File: src/rtl/fpaddsub_pkg.sv
// Shared widths and constants for the FP add/sub datapath stages.
package fpaddsub_pkg;

  localparam int unsigned MANT_W    = 25;
  localparam int unsigned EXP_W     = 8;
  localparam int unsigned SHIFT_SAT = 25;

endpackage

File: src/rtl/fpaddsub_align_shifter.sv
// Combinational alignment shifter: right-shifts the smaller mantissa by the
// exponent difference and collects the shifted-out bits into a sticky bit.
module fpaddsub_align_shifter
  import fpaddsub_pkg::*;
#(
  parameter int unsigned MANT_W = fpaddsub_pkg::MANT_W,
  parameter int unsigned EXP_W  = fpaddsub_pkg::EXP_W
) (
  input  logic [MANT_W-1:0] Msmall,
  input  logic [EXP_W-1:0]  diff,
  output logic [MANT_W-1:0] Mal,
  output logic              Sticky
);

  always_comb begin
    Mal    = '0;
    Sticky = 1'b0;
    if (diff > EXP_W'(SHIFT_SAT)) begin
      Sticky = |Msmall;
    end else begin
      Mal    = Msmall >> diff;
      // Mask of the low diff bits; a full-width shift leaves all ones.
      Sticky = |(Msmall & ~({MANT_W{1'b1}} << diff));
    end
  end

endmodule

File: src/rtl/fpaddsub_align_stage.sv
// Two-stage alignment pipeline: stage 1 orders operands by magnitude,
// stage 2 aligns the smaller mantissa. Valid/ready with per-stage occupancy.
module fpaddsub_align_stage
  import fpaddsub_pkg::*;
#(
  parameter int unsigned MANT_W = fpaddsub_pkg::MANT_W,
  parameter int unsigned EXP_W  = fpaddsub_pkg::EXP_W
) (
  input  logic              clk,
  input  logic              rst,
  input  logic              in_valid,
  output logic              in_ready,
  input  logic              Sa,
  input  logic              Sb,
  input  logic [EXP_W-1:0]  Ea,
  input  logic [EXP_W-1:0]  Eb,
  input  logic [MANT_W-1:0] Ma,
  input  logic [MANT_W-1:0] Mb,
  output logic              out_valid,
  input  logic              out_ready,
  output logic              Sl,
  output logic              OpSub,
  output logic              Swap,
  output logic [EXP_W-1:0]  Emax,
  output logic [MANT_W-1:0] Mmax,
  output logic [MANT_W-1:0] Mal,
  output logic              Sticky
);

  logic ld1, ld2;

  logic              v1_q;
  logic              s1_sl_q, s1_sl_d;
  logic              s1_opsub_q, s1_opsub_d;
  logic              s1_swap_q, s1_swap_d;
  logic [EXP_W-1:0]  s1_emax_q, s1_emax_d;
  logic [MANT_W-1:0] s1_mmax_q, s1_mmax_d;
  logic [MANT_W-1:0] s1_msmall_q, s1_msmall_d;
  logic [EXP_W-1:0]  s1_diff_q, s1_diff_d;

  logic              v2_q;
  logic              sl_q, opsub_q, swap_q, sticky_q;
  logic [EXP_W-1:0]  emax_q;
  logic [MANT_W-1:0] mmax_q, mal_q;

  logic [MANT_W-1:0] mal_d;
  logic              sticky_d;

  assign ld2      = ~v2_q | out_ready;
  assign ld1      = ~v1_q | ld2;
  assign in_ready = ld1;

  always_comb begin
    s1_swap_d   = ({Ea, Ma} < {Eb, Mb});
    s1_opsub_d  = Sa ^ Sb;
    s1_sl_d     = Sa;
    s1_emax_d   = Ea;
    s1_mmax_d   = Ma;
    s1_msmall_d = Mb;
    s1_diff_d   = Ea - Eb;
    if (s1_swap_d) begin
      s1_sl_d     = Sb;
      s1_emax_d   = Eb;
      s1_mmax_d   = Mb;
      s1_msmall_d = Ma;
      s1_diff_d   = Eb - Ea;
    end
  end

  fpaddsub_align_shifter #(
    .MANT_W(MANT_W),
    .EXP_W (EXP_W)
  ) u_shifter (
    .Msmall(s1_msmall_q),
    .diff  (s1_diff_q),
    .Mal   (mal_d),
    .Sticky(sticky_d)
  );

  always_ff @(posedge clk) begin
    if (rst) begin
      v1_q        <= 1'b0;
      s1_sl_q     <= 1'b0;
      s1_opsub_q  <= 1'b0;
      s1_swap_q   <= 1'b0;
      s1_emax_q   <= '0;
      s1_mmax_q   <= '0;
      s1_msmall_q <= '0;
      s1_diff_q   <= '0;
      v2_q        <= 1'b0;
      sl_q        <= 1'b0;
      opsub_q     <= 1'b0;
      swap_q      <= 1'b0;
      emax_q      <= '0;
      mmax_q      <= '0;
      mal_q       <= '0;
      sticky_q    <= 1'b0;
    end else begin
      if (ld1) begin
        v1_q <= in_valid;
        if (in_valid) begin
          s1_sl_q     <= s1_sl_d;
          s1_opsub_q  <= s1_opsub_d;
          s1_swap_q   <= s1_swap_d;
          s1_emax_q   <= s1_emax_d;
          s1_mmax_q   <= s1_mmax_d;
          s1_msmall_q <= s1_msmall_d;
          s1_diff_q   <= s1_diff_d;
        end
      end
      if (ld2) begin
        v2_q <= v1_q;
        if (v1_q) begin
          sl_q     <= s1_sl_q;
          opsub_q  <= s1_opsub_q;
          swap_q   <= s1_swap_q;
          emax_q   <= s1_emax_q;
          mmax_q   <= s1_mmax_q;
          mal_q    <= mal_d;
          sticky_q <= sticky_d;
        end
      end
    end
  end

  assign out_valid = v2_q;
  assign Sl        = sl_q;
  assign OpSub     = opsub_q;
  assign Swap      = swap_q;
  assign Emax      = emax_q;
  assign Mmax      = mmax_q;
  assign Mal       = mal_q;
  assign Sticky    = sticky_q;

endmodule

File: config.mk
export PLATFORM = sky130hd
export DESIGN_NAME = fpaddsub_align_stage
export DESIGN_NICKNAME = d
export VERILOG_FILES = /design/src/rtl/fpaddsub_pkg.sv /design/src/rtl/fpaddsub_align_shifter.sv /design/src/rtl/fpaddsub_align_stage.sv
export SDC_FILE = /design/constraint.sdc
export NUM_CORES = 1
export LEC_CHECK = 0
export CAP_MARGIN = 10
export CORE_MARGIN = 3
export CORE_UTILIZATION = 30
export DETAILED_ROUTE_END_ITERATION = 12
export PLACE_DENSITY = 0.61
export SYNTH_ARGS = -nofsm -noshare
export SYNTH_HDL_FRONTEND = slang
export SYNTH_SLANG_ARGS = --single-unit
File: constraint.sdc
create_clock -name clk -period 3.2 [get_ports clk]
set_clock_uncertainty 0.2 [all_clocks]
set_input_delay 0.64 -clock clk [delete_from_list [all_inputs] [get_ports clk]]
set_output_delay 0.64 -clock clk [all_outputs]
set_load 0.05 [all_outputs]
==> impl_results.md, run 1 <==
- Post-CTS Hold Fix Bufs: 0
- Avg Inst Size Synth: roughly 7.9 sq um
- Max Cap Viol: 0
- Net Switching: about 1.7 mW
- Data required, critical path: 3.33 ns
- Clk buf depth: 2
- Via-per-instance ratio: roughly 5.1
- Status: complete, no violations
- Sink Count: around 130
- # setup viols final: 0
- Relative max-transition margin: 0.442
- Hold Fails Final Rpt: 0
- Number of synthesized flops with an enable pin: 0
- Sequential share of power: 0.342
- Pwr dens: 480 nW/um^2
- Final ANT Viol Nets: 0
- Share of cells above drive strength 1: 0.200
- Max Freq: around 320 MHz
- Synthesis Warnings: 0
- Port-buffer cells: around 140
- Setup CP Type: in -> reg
- Vias in the first global route: 7649
- Maximum VDD drop: between 0.3 and 0.4 mV
- Leading area contributor after synthesis: dfxtp_1
- DR vias: 7992
- Largest net degree at the start of global routing: 83
- Reg clk slew, reported paths: about 0.060 ns
- #FFs+latches synth: 133
- Finished Layout Cells: ~1600
- Placed instance count: 1525
- Die Area: between 20000 and 30000 sq um
- Initial antenna violation count: 0
- Total CTS buffers: 17
- Most common library cells after synthesis: 151 x nor2_1, 133 x dfxtp_1, 124 x nand2_1, 108 x a21oi_1, 74 x a211oi_1
- Main flop type after synthesis: dfxtp_1
- Total grt overflow: 0
- Gpl congestion: between 0.8 and 0.9
- HP Class: reg -> reg
- Total GRT Usage: 0.173
- Routed len/inst: about 16 um
- Crit Path Max Fanout: 6
- Worst skew pair latency: 0.43 ns
- Pre-antenna DRT Iters: 5
- Power share of the clock group: 0.385
- Die Ht: between 150 and 200 um
- Most common cell in the netlist: nor2_1
- Detail Placement HPWL: 18300 um
- Mapped Cells: roughly 1000
- Synth Cell Area: about 8000 sq um
- Pint: between 3 and 4 mW
- First-pass GRT wire length: about 40000 um
- Critical path endpoint category: register
- Area after DPL: around 10000 sq um
- Top cell type's share of synthesized area: 0.335
- Chip Width: 169 um
- Number of remaining DRC errors: 0
- Final net count: 1329
- Post-route cell area: around 11000 sq um
- Area grow syn2layout: 44.5%
- Initial Util: 0.310
- Crit path time final: 3.11 ns
- Worst-Margin Slew: just over 0.8 ns
- FP Rows: between 50 and 60
- Boundary pin count: 136
- Data arrival time of the critical path: around 3.3 ns
- Sequential element share of the synthesized area: 0.335
- Largest cells by area after synthesis: dfxtp_1 34%, nor2_1 7.1%, a211oi_1 7.0%, a21oi_1 6.8%, ha_1 6.1%
- Synth unique cells: 57
- Final Cycle Share: 0.973
- Routed WL: 25000 um
- FFs w/ async S/R, synth: 0
- Combinational power share: 0.273
- Count of final max-slew check failures: 0
- Sw Share: 0.311
- Core region area: ~26000 sq um
- Leakage: ~4.8 nW
- Startpoint type of the worst setup path: primary input
- H-tree depth: 4
- CTS tree: built
- Starting DRT DRC Count: around 500
- Syn Nets: roughly 1100
- Clock root buffer: clkbuf_16
==> logic make-up after synthesis <==
kind of cell             after synthesis  share of synthesized area
AO/OA/AOI/OAI                        291                      0.231
XOR/XNOR                               5                    0.00552
adder cells (fa/ha/maj)               42                     0.0678
buffers and inverters                132                     0.0706
flip-flops                           133                      0.335
multiplexers                          64                      0.109
AND/OR/NAND/NOR                      342                      0.181
==> worst paths after layout <==
check	from	end	slack [ns]	cells after the start
setup reg to reg	s1_diff_q[6]$_SDFFE_PP0P_	Sticky$_SDFFE_PP0P_	0.42	7
setup / recovery	Ma[16]	s1_diff_q[7]$_SDFFE_PP0P_	0.09	11
hold / removal	Mal[15]$_SDFFE_PP0P_	Mal[15]$_SDFFE_PP0P_	0.25	2
hold reg to reg	Mal[15]$_SDFFE_PP0P_	Mal[15]$_SDFFE_PP0P_	0.25	2
==> worst max-delay path: stages <==
cell             delay, ns
clkdlybuf4s50_1       0.57
ha_4                  0.24
a21oi_2               0.13
o21ai_2               0.08
a221oi_2              0.30
o2111ai_4             0.17
a21boi_4              0.31
buf_12                0.17
a211oi_1              0.05
or3_1                 0.37
a311oi_1              0.21
==> layout make-up <==
| type | instances | area, sq um |
|---|---|---|
| Fill cell | 2511 | 14100 |
| Multi-Input combinational cell | 744 | 5060 |
| Sequential cell | 133 | 2660 |
| Timing Repair Buffer | 267 | 2500 |
| Clock buffer | 21 | 460 |
| Tap cell | 330 | 413 |
| Inverter | 53 | 199 |
| Clock inverter | 11 | 174 |
| Antenna cell | 1 | 2.50 |
==> cell usage in the layout (no fill, tap or decap), drive strengths merged, types with 7 or more instances in the layout <==
cell type,n
nor2,151
dlymetal6s2s,27
nand3,17
a211oi,74
ha,39
mux4,17
a22oi,15
mux2,7
nor4,10
buf,133
clkbuf,22
inv,54
a21oi,108
nand2b,8
a31oi,9
nand2,124
nor2b,8
dfxtp,133
clkdlybuf4s50,106
mux2i,40
o21ai,36
==> state kept, by name (all words and copies together) (netlist names) <==
register	cells
s1_msmall_q	25
OpSub	1
s1_swap_q	1
Mal	25
Emax	8
s1_diff_q	8
Sticky	1
v1_q	1
Swap	1
s1_emax_q	8
s1_sl_q	1
Sl	1
out_valid	1
Mmax	25
s1_opsub_q	1
s1_mmax_q	25
==> through the flow <==
stage | utilization | worst slack (ns) | power, mW | setup TNS [ns] | hold slack [ns]
CTS | 0.432 | 0.00200 | 5.48 | 0 | 0.253
global route | 0.448 | -0.0248 | 5.80 | -0.0248 | 0.271
finish | 0.448 | 0.0852 | 5.51 | 0 | 0.251
floorplan | - | 0.374 | 2.77 | 0 | 0.231
global placement | 0.406 | -0.585 | 3.31 | -29.22 | 0.238
detailed placement | 0.406 | -0.609 | 3.32 | -29.78 | 0.245
==> timing repair <==
| action | in CTS | in global routing |
|---|---|---|
| setup buffers | 0 | 1 |
| pin swaps | 2 | 20 |
| cloned | 0 | 1 |
| endpoints found under the setup margin | 48 | 63 |
| resized for setup | 7 | 81 |
==> power groups by stage <==
stage               Combinational [mW]  Clock, mW  Sequential [mW]
finish                            1.50       2.12             1.88
global route                      1.65       2.25             1.89
detailed placement                1.41          0             1.91
CTS                               1.43       2.18             1.88
floorplan                        0.832          0             1.94
global placement                  1.40          0             1.91
==> routing by layer <==
layer / up-vias / global-route usage / share of wire
met5: - / 0 / 0
met2: 239 / 0.288 / 0.48
li1: 3999 / - / -
met4: 0 / 0.0409 / 0.011
met1: 3731 / 0.229 / 0.46
met3: 23 / 0.0397 / 0.050
Power figures use the tool's default switching activity.
==> inputs of run 2 (changes only) <==
--- a/config.mk
+++ b/config.mk
@@ -9,7 +9,7 @@
 export CORE_MARGIN = 3
 export CORE_UTILIZATION = 30
 export DETAILED_ROUTE_END_ITERATION = 12
-export PLACE_DENSITY = 0.61
+export PLACE_DENSITY = 0.56
 export SYNTH_ARGS = -nofsm -noshare
 export SYNTH_HDL_FRONTEND = slang
 export SYNTH_SLANG_ARGS = --single-unit
==> run 2 against run 1 <==
Against the previous run:
- non-clock buffer count decreased by 10
- setup slack got worse by 0.012 ns
- wire length decreased by 0.18%
- critical path type unchanged
==> impl_results.md, run 2 (same netlist as run 1, synthesis figures left out) <==
- Total CTS buffers: 17 (unchanged)
- HP Start: s1_mmax_q[0]$_SDFFE_PP0P_
- Area after DPL: 10300 sq um (-0.60%)
- GR Util met2: 0.299 (+0.0112)
- Sink Count: 133 (unchanged)
- Register area: 2660 sq um (unchanged)
- Most frequent cells in the layout: 150 x nor2_1, 133 x dfxtp_1, 123 x nand2_1
- Worst skew pair latency: 0.42 ns (about the same)
- Boundary pin count: 136 (unchanged)
- Number of remaining DRC errors: 0 (unchanged)
- Inserted Diodes: 0 (-1)
- Reg clk slew, reported paths: 0.05 ns (about the same)
- Share of cells above drive strength 1: 0.180 (-0.0202)
- Hold Fails Final Rpt: 0 (unchanged)
- Max Freq: 320 MHz (-0.39%)
- Crit path time final: 3.13 ns (+0.0122 ns)
- Clock root buffer: clkbuf_16
- Startpoint type of the worst setup path: primary input
- DR vias: 7862 (-1.6%)
- CP Cell Sequence: clkdlybuf4s50_1, inv_1, ha_4, nand4_1, nor3_2, a211oi_2, buf_4, o2111ai_2, a21boi_4, buf_6, o21a_1, or3_1, a311oi_1
- Chip Width: 169 um (unchanged)
- Count of final max-slew check failures: 0 (unchanged)
- Total GRT Usage: 0.176 (+0.00236)
- Pre-antenna DRT Iters: 5 (unchanged)
- Placed instance count: 1515 (-0.66%)
- CTS tree: built
- Bufs and invs on worst path: 4 (+2)
- Post-CTS Hold Fix Bufs: 0 (unchanged)
- Reg2Reg Launch Point: s1_diff_q[1]$_SDFFE_PP0P_
- Initial antenna violation count: 0 (unchanged)
- HP Class: reg -> reg
- Critical path endpoint category: register
- Data arrival time of the critical path: 3.25 ns (about the same)
- Worst hold path endpoint: Mmax[0]$_SDFFE_PP0P_
- Worst-Margin Slew: 0.846 ns (+0.0201 ns)
- Detail Placement HPWL: 18400 um (+0.13%)
- Gpl congestion: 0.893 (+0.28%)
- Final Cycle Share: 0.977 (+0.00381)
- Filler cell count: 2587 (+3.0%)
- Fin util: 0.439 (-0.00899)
- Maximum VDD drop: 0.319 mV (+5.0%)
- FP Rows: 58 (unchanged)
- Vias in the first global route: 7746 (+1.3%)
- Slowest CP cell: clkdlybuf4s50_1
- Routed len/inst: 16.1 um (+0.65%)
- Critical path's top delay family: buffers and inverters
- Die Area: 28400 sq um (unchanged)
- Routed WL: 25000 um (-0.18%)
- Die Ht: 169 um (unchanged)
- Leakage: 4.64 nW (-2.9%)
- Data required, critical path: 3.33 ns (about the same)
- Clk buf depth: 2 (unchanged)
- Crit Path Max Fanout: 8 (+2)
- Final ANT Viol Nets: 0 (unchanged)
- Total grt overflow: 0 (unchanged)
- Status: complete, no violations
- Post-route cell area: 11200 sq um (-2.0%)
- Setup CP Type: in -> reg
- Met1 Usage GRT: 0.229 (+0.000256)
- # setup viols final: 0 (unchanged)
- First-pass GRT wire length: 40700 um (+1.6%)
- Hold Path Depth: 2 (unchanged)
- Max incr delay on CP: 0.50 ns (-0.07 ns)
- Pwr dens: 475 nW/um^2 (-1.0%)
- Via-per-instance ratio: 5.08 (-0.80%)
- Final net count: 1319 (-0.75%)
- Most common cell after layout, fill and taps aside: nor2_1
- Max Cap Viol: 0 (unchanged)
- Finished Layout Cells: 1547 (-0.83%)
- Hold_ws: 0.252 ns (+0.00139 ns)
- Most Crowded Layer GR: met2
- R2R depth: 8 (+1)
- Core region area: 25600 sq um (unchanged)
- Area grow syn2layout: 41.6%
- Reg2Reg Setup Slack: 0.56 ns (+0.14 ns)
- Reg2reg end: Sticky$_SDFFE_PP0P_
- Relative max-transition margin: 0.428 (-0.0136)
- Initial Util: 0.310 (unchanged)
- Starting DRT DRC Count: 558 (+11%)
- Largest net degree at the start of global routing: 90 (+8.4%)
- H-tree depth: 4 (unchanged)
- GR met3 Demand/Resource: 0.0336 (-0.00607)
- Port-buffer cells: 135 (unchanged)
- Area occupied by multi-input gates: 4980 sq um (-1.6%)
run 2: changes by cell type in the layout (fill, tap and decap cells not counted), moves of 3 or more:
cell	delta
clkdlybuf4s50_1	+8
a21oi_1	+5
buf_4	-12
a21oi_2	-4
buf_6	+3
ha_1	+3
dlymetal6s2s_1	-8
run 2: worst max-delay path by stage:
| stage | startpoint | end | slack, ns | cells after the start |
|---|---|---|---|---|
| detailed placement | Mb[2] | s1_msmall_q[16]$_SDFFE_PP0P_ | -0.65 | 14 |
| finish | Mb[7] | s1_diff_q[7]$_SDFFE_PP0P_ | 0.07 | 13 |
| floorplan | Mb[23] | s1_diff_q[7]$_SDFFE_PP0P_ | 0.37 | 11 |
| global route | Ma[14] | s1_diff_q[5]$_SDFFE_PP0P_ | -0.05 | 11 |
| CTS | Mb[2] | s1_diff_q[6]$_SDFFE_PP0P_ | -0.01 | 13 |
| global placement | Mb[2] | s1_msmall_q[16]$_SDFFE_PP0P_ | -0.62 | 14 |
run 2: report_power, final:
group	leakage (nW)	switching [mW]	internal [mW]	total, mW
clock	0.285	0.753	1.25	2.01
sequential	1.09	0.124	1.76	1.88
combinational	3.26	0.795	0.657	1.45
run 2: layout make-up:
class,count,share of cell area
repair buffers,257,0.213
clock buffers,21,0.0410
well taps,330,0.0367
flip-flops and latches,133,0.237
inverters,53,0.0177
multi-input cells,744,0.443
clock inverters,9,0.0115
run 2: worst register-to-register path: stages, from the launching register on:
cell and delay, ns:
dfxtp_1 0.52, buf_4 0.28, or2_1 0.32, nor2_1 0.32, nand2_1 0.17, nand2_1 0.10
nand3_1 0.07, a2111oi_0 0.40, a31oi_1 0.14
run 2: stage by stage:
step | setup TNS, ns | worst slack (ns) | total power [mW]
5_1_grt | -0.171 | -0.0467 | 5.62
3_5_place_dp | -30.95 | -0.648 | 3.31
2_1_floorplan | 0 | 0.374 | 2.77
3_3_place_gp | -30.49 | -0.615 | 3.30
6_report | 0 | 0.0730 | 5.34
4_1_cts | -0.0178 | -0.0101 | 5.34
run 2: repair_timing:
action                                  CTS  global route
pin swaps                                 2            14
buffers inserted                          1             1
endpoints found under the setup margin   54            53
gates resized for setup                   4            60
run 2: layer usage:
layer	up-vias	part of all wire
met5	-	0
met4	0	0.012
met3	21	0.046
met2	201	0.48
met1	3679	0.46
li1	3961	-
==> edit 1 (config.mk and constraints of run 2) <==
The package constant `MANT_W` goes from 25 to 17.
--- a/src/rtl/fpaddsub_pkg.sv
+++ b/src/rtl/fpaddsub_pkg.sv
@@ -1,7 +1,7 @@
 // Shared widths and constants for the FP add/sub datapath stages.
 package fpaddsub_pkg;
 
-  localparam int unsigned MANT_W    = 25;
+  localparam int unsigned MANT_W    = 17;
   localparam int unsigned EXP_W     = 8;
   localparam int unsigned SHIFT_SAT = 25;
 
Interface: changed (resized Ma, Mal, Mb and Mmax); port bits go from 136 to 104. No check against the original RTL was run, so the function may have changed too.
==> edit 1 against run 2 <==
Core utilization rose by 0.68 points. Area after synthesis decreased by 24%. Sequential cell count shrank 32. Final area fell by 22%. Critical endpoint is now s1_diff_q[6]. Via count down 23%. Setup slack worse by 15 ps. Die area is 23% lower. Clock power is 46% lower. Combinational power decreased by 21%. Routed wire length is 23% lower. Largest power group is now sequential cells. Worst hold slack barely moved. Register-to-register slack better by 200 ps. Total power shrank 31%.
==> edit 1: results (changes against run 2) <==
run_status:
  status: "finished, final reports clean"
power:
  peakVddDrop_mv: 0.2074  # -35%
  p_leak_nw: 3.723  # -20%
logic_synthesis:
  syn_nets: 838  # -25%
  yosys-top-cells-count: "dfxtp_1, nand2_1, nor2_1"
placed_design:
  dpl.hpwl_mm: 14.02  # -24%
  place_inst: 1162  # -23%
  post-place-ws_ps: -711.9  # -63.69 ps
  routabilityCongestion: 0.9124  # +2.1%
worst_hold_path:
  worstHoldEndpoint: "Mmax[14]"
  min-delay-start: "s1_mmax_q[14]"
worst_setup_path:
  rrSetupSlack_ps: 760  # +200 ps
  arrival_ps: 3200  # -50 ps
  cpPeakStageDelay_ps: 590  # +90 ps
  rr_worst_depth: 7  # -1
  slowest_stage: "or4_4"
layout:
  final_layout_size_suffix_gt1_share_pct: 24.49  # +6.5 points
  n_fill_cell: 2005  # -22%
cts:
  cts_buffers: 9  # -8
  insertion_delay_ps: 360  # -60 ps
  h-tree-depth: 3  # -1
  clkTransAtPathRegs_ps: 80  # +30 ps
global_routing:
  grt_pass1_vias: 5707  # -26%
  grtUsageTotal_pct: 17.34  # -0.22 points
  grt_pass1_wl_mm: 30.72  # -24%
  grt_max_degree: 78  # -13%
routing:
  vias_per_cell: 5.095  # +0.25%
  route.detailed.wl_per_inst_microns: 16.18  # +0.31%
timing:
  hold_slack_ps: 252.1  # +0.1020 ps
## edit 1: changes by cell type in the layout (fill, tap and decap cells not counted), moves of 12 or more
cell             delta
inv_1              -19
o21ai_0            -14
dlygate4sd2_1      +18
a211oi_1           -24
nand2_1            -31
nor2_1             -61
ha_1               -12
a21oi_1            -50
dfxtp_1            -32
clkdlybuf4s50_1    -60
## edit 1: critical path: cells and delay by family
family / cells / cell delay, ps
AO/OA/AOI/OAI: 3 / 860
adder cells (fa/ha/maj): 1 / 300
buffers and inverters: 1 / 220
AND/OR/NAND/NOR: 4 / 1170
## edit 1: final cells by class
class / instances / area (sq um) / area share (%)
tap: 265 / 331.6 / 3.785
clock inverter: 6 / 45.04 / 0.5142
inverter: 37 / 138.9 / 1.585
timing repair buffer: 219 / 1968 / 22.47
multi-input combinational: 554 / 4015 / 45.84
sequential: 101 / 2022 / 23.08
clock buffer: 10 / 239.0 / 2.728
## edit 1: logic make-up after synthesis
group	Yosys count	share of synthesized area (%)
AND/OR/NAND/NOR	264	19.56
flip-flops	101	33.34
buffers and inverters	94	6.354
adder cells (fa/ha/maj)	33	7.056
XOR/XNOR	2	0.2889
AO/OA/AOI/OAI	189	21.11
multiplexers	66	12.30
## edit 1: how the worst max path moves through the flow
stage | cells after the start | endpoint | from | slack (ps)
after global routing | 12 | s1_diff_q[5] | Ma[1] | 4
after global placement | 13 | s1_diff_q[6] | Mb[4] | -720
after detailed placement | 13 | s1_msmall_q[9] | Mb[4] | -710
final | 9 | s1_diff_q[6] | Eb[4] | 60
after floorplan | 11 | s1_diff_q[6] | Ea[3] | 4
after CTS | 10 | s1_diff_q[6] | Ma[5] | 6
## edit 1: power breakdown
| part | switching, W | internal, W | total, W |
|---|---|---|---|
| registers | 0.0000867 | 0.00134 | 0.00143 |
| logic | 0.000628 | 0.000526 | 0.00115 |
| clock network | 0.000532 | 0.000556 | 0.00109 |
| total | 0.00125 | 0.00242 | 0.00367 |
## edit 1: per-layer routing
metal / vias to the layer above / wire (microns) / global-route usage (%)
met2: 149 / 8719 / 26.79
met4: 0 / 328 / 4.711
met3: 30 / 830 / 3.656
li1: 3054 / - / -
met1: 2840 / 9405 / 24.60
met5: - / 0 / 0
## edit 1: repair_timing
action,4_1_cts,5_1_grt
pin swaps,25,35
endpoints found under the setup margin,49,33
endpoints found under the hold margin,0,0
setup buffers,6,10
resized for setup,85,64
hold buffers,0,0
==> edit 2 (config.mk and constraints of run 2) <==
Without the edit above. Make the reset (`rst`) asynchronous in one clocked block.
--- a/src/rtl/fpaddsub_align_stage.sv
+++ b/src/rtl/fpaddsub_align_stage.sv
@@ -77,7 +77,7 @@
     .Sticky(sticky_d)
   );
 
-  always_ff @(posedge clk) begin
+  always_ff @(posedge clk or posedge rst) begin
     if (rst) begin
       v1_q        <= 1'b0;
       s1_sl_q     <= 1'b0;
Formal check against the unedited RTL: differs if rst is asserted again (counterexample within 4 cycles, from zero or initial values and one cycle with rst high); with rst held inactive, the same outputs for 4 cycles.
==> edit 2 against run 2 <==
Final cell count shrank 4.5%. Critical path type unchanged. Routed wire length shrank 1.9%. Via count down 6.5%. Register-to-register slack worse by 80 ps. Sequential power is 24% higher. Total power rose by 38%. Sequential cell count unchanged. Area after synthesis grew 3.3%. Final area rose by 4.9%. Setup slack gained 21 ps.
==> edit 2: results (changes against run 2) <==
cts:
  clockBufferDepth: 2  # unchanged
  cts_buffers: 17  # unchanged
logic_synthesis:
  ys_seq_area_share_pct: 40.58  # +7.0 points
  yosys-top-cells-count: "dfrtp_1, nand2_1, o21ai_0"
  synth-adder-area-share_pct: 6.682  # -0.096 points
  synth_top_cell_by_area: "dfrtp_1"
  synth_area_leaders: "dfrtp_1, nand2_1, ha_1, mux2i_1, mux2_2"
  synth_compound_area_share_pct: 17.82  # -5.3 points
  synthMuxAreaShare_pct: 14.11  # +3.3 points
  synth_area_per_cell_sq_um: 8.964  # +14%
  synthXorXnorAreaFrac_pct: 0.6407  # +0.089 points
  async_flop_share_pct: 100.0  # +100 points
routing:
  vias_per_cell: 4.972  # -2.2%
  wirelength_mm: 24.49  # -1.9%
  wl_met1_mm: 11.64  # +1.4%
  first_iter_violations: 462  # -17%
  drc_errors: 0  # unchanged
  route.detailed.wl_per_inst_microns: 16.57  # +2.7%
  dr_wl_met2_mm: 11.23  # -6.6%
  wl_met3_mm: 1.248  # +8.5%
placed_design:
  routabilityCongestion: 0.9128  # +2.2%
  post-place-ws_ps: -722.9  # -74.72 ps
  place_inst: 1437  # -5.1%
  place_area_sq_um: 10700  # +3.4%
  dpl.hpwl_mm: 17.91  # -2.4%
power:
  peakVddDrop_mv: 0.3601  # +13%
  p_leak_nw: 5.470  # +18%
worst_setup_path:
  crit_start: "Ma[7]"
  cp_max_fo: 5  # -3
  rrSetupSlack_ps: 480  # -80 ps
  r2r_start: "s1_diff_q[0]"
  cpPeakStageDelay_ps: 480  # -20 ps
layout:
  nets: 1243  # -5.8%
  diodes: 0  # unchanged
run_status:
  status: "finished, final reports clean"
timing:
  relSlewSlack_pct: 64.01  # +21 points
  setup_ws_ps: 94.04  # +21.03 ps
global_routing:
  grt_max_degree: 97  # +7.8%
  met2_usage_pct: 26.48  # -3.5 points
  grtUsageMet1_pct: 23.17  # +0.23 points
  grt_pass1_vias: 7292  # -5.9%
  grtUsageTotal_pct: 16.67  # -0.88 points
  grt_pass1_wl_mm: 38.90  # -4.4%
==> edit 2: cell count changes after synthesis, sizes merged, moves of 8 or more <==
cell | before | now
a21oi | 108 | 69
dfxtp | 133 | 0
o21ai | 36 | 108
dfrtp | 0 | 133
nor2 | 151 | 77
clkbuf | 52 | 37
a22oi | 15 | 3
a211oi | 74 | 13
nand2 | 124 | 132
mux2 | 7 | 39
==> edit 2: area by class of cell <==
class	instances	area (sq um)
Clock buffer	21	470.5
Sequential cell	133	3328
Timing Repair Buffer	253	2527
Tap cell	335	419.2
Multi-Input combinational cell	673	4678
Inverter	52	198.9
Clock inverter	11	171.4
Fill cell	2568	14630
==> edit 2: kinds of logic after synthesis <==
family,after synthesis
simple gates,276
compound gates,251
flops,133
buf+inv,109
mux,97
fa+ha+maj,43
xor+xnor,6
==> edit 2: timing repair <==
item	4_1_cts	5_1_grt
resized for setup	9	70
pin swaps	7	19
gates cloned	1	1
setup buffers	1	6
setup endpoints to repair	66	56
==> edit 2: worst min path at each step <==
stage	startpoint	to	slack, ps	cells after the start
after floorplan	s1_swap_q	s1_swap_q	240	2
after global placement	s1_mmax_q[21]	s1_mmax_q[21]	260	2
after detailed placement	s1_mmax_q[21]	s1_mmax_q[21]	270	2
after CTS	s1_mmax_q[21]	s1_mmax_q[21]	280	2
after global routing	s1_mmax_q[21]	s1_mmax_q[21]	300	2
final	s1_swap_q	s1_swap_q	280	2
==> edit 2: worst register-to-register path, cell delays in order (launching register included) <==
cell and delay, ps:
dfrtp_1 540, or2_2 430, nor3_1 200, nand2_1 140
a222oi_1 350, nand3_1 120, nor4_1 380, buf_4 180
o31ai_1 60
==> edit 2: power breakdown <==
group / internal [W] / switching (W)
clock network: 0.00137 / 0.000770
logic: 0.00122 / 0.00167
registers: 0.00200 / 0.000325
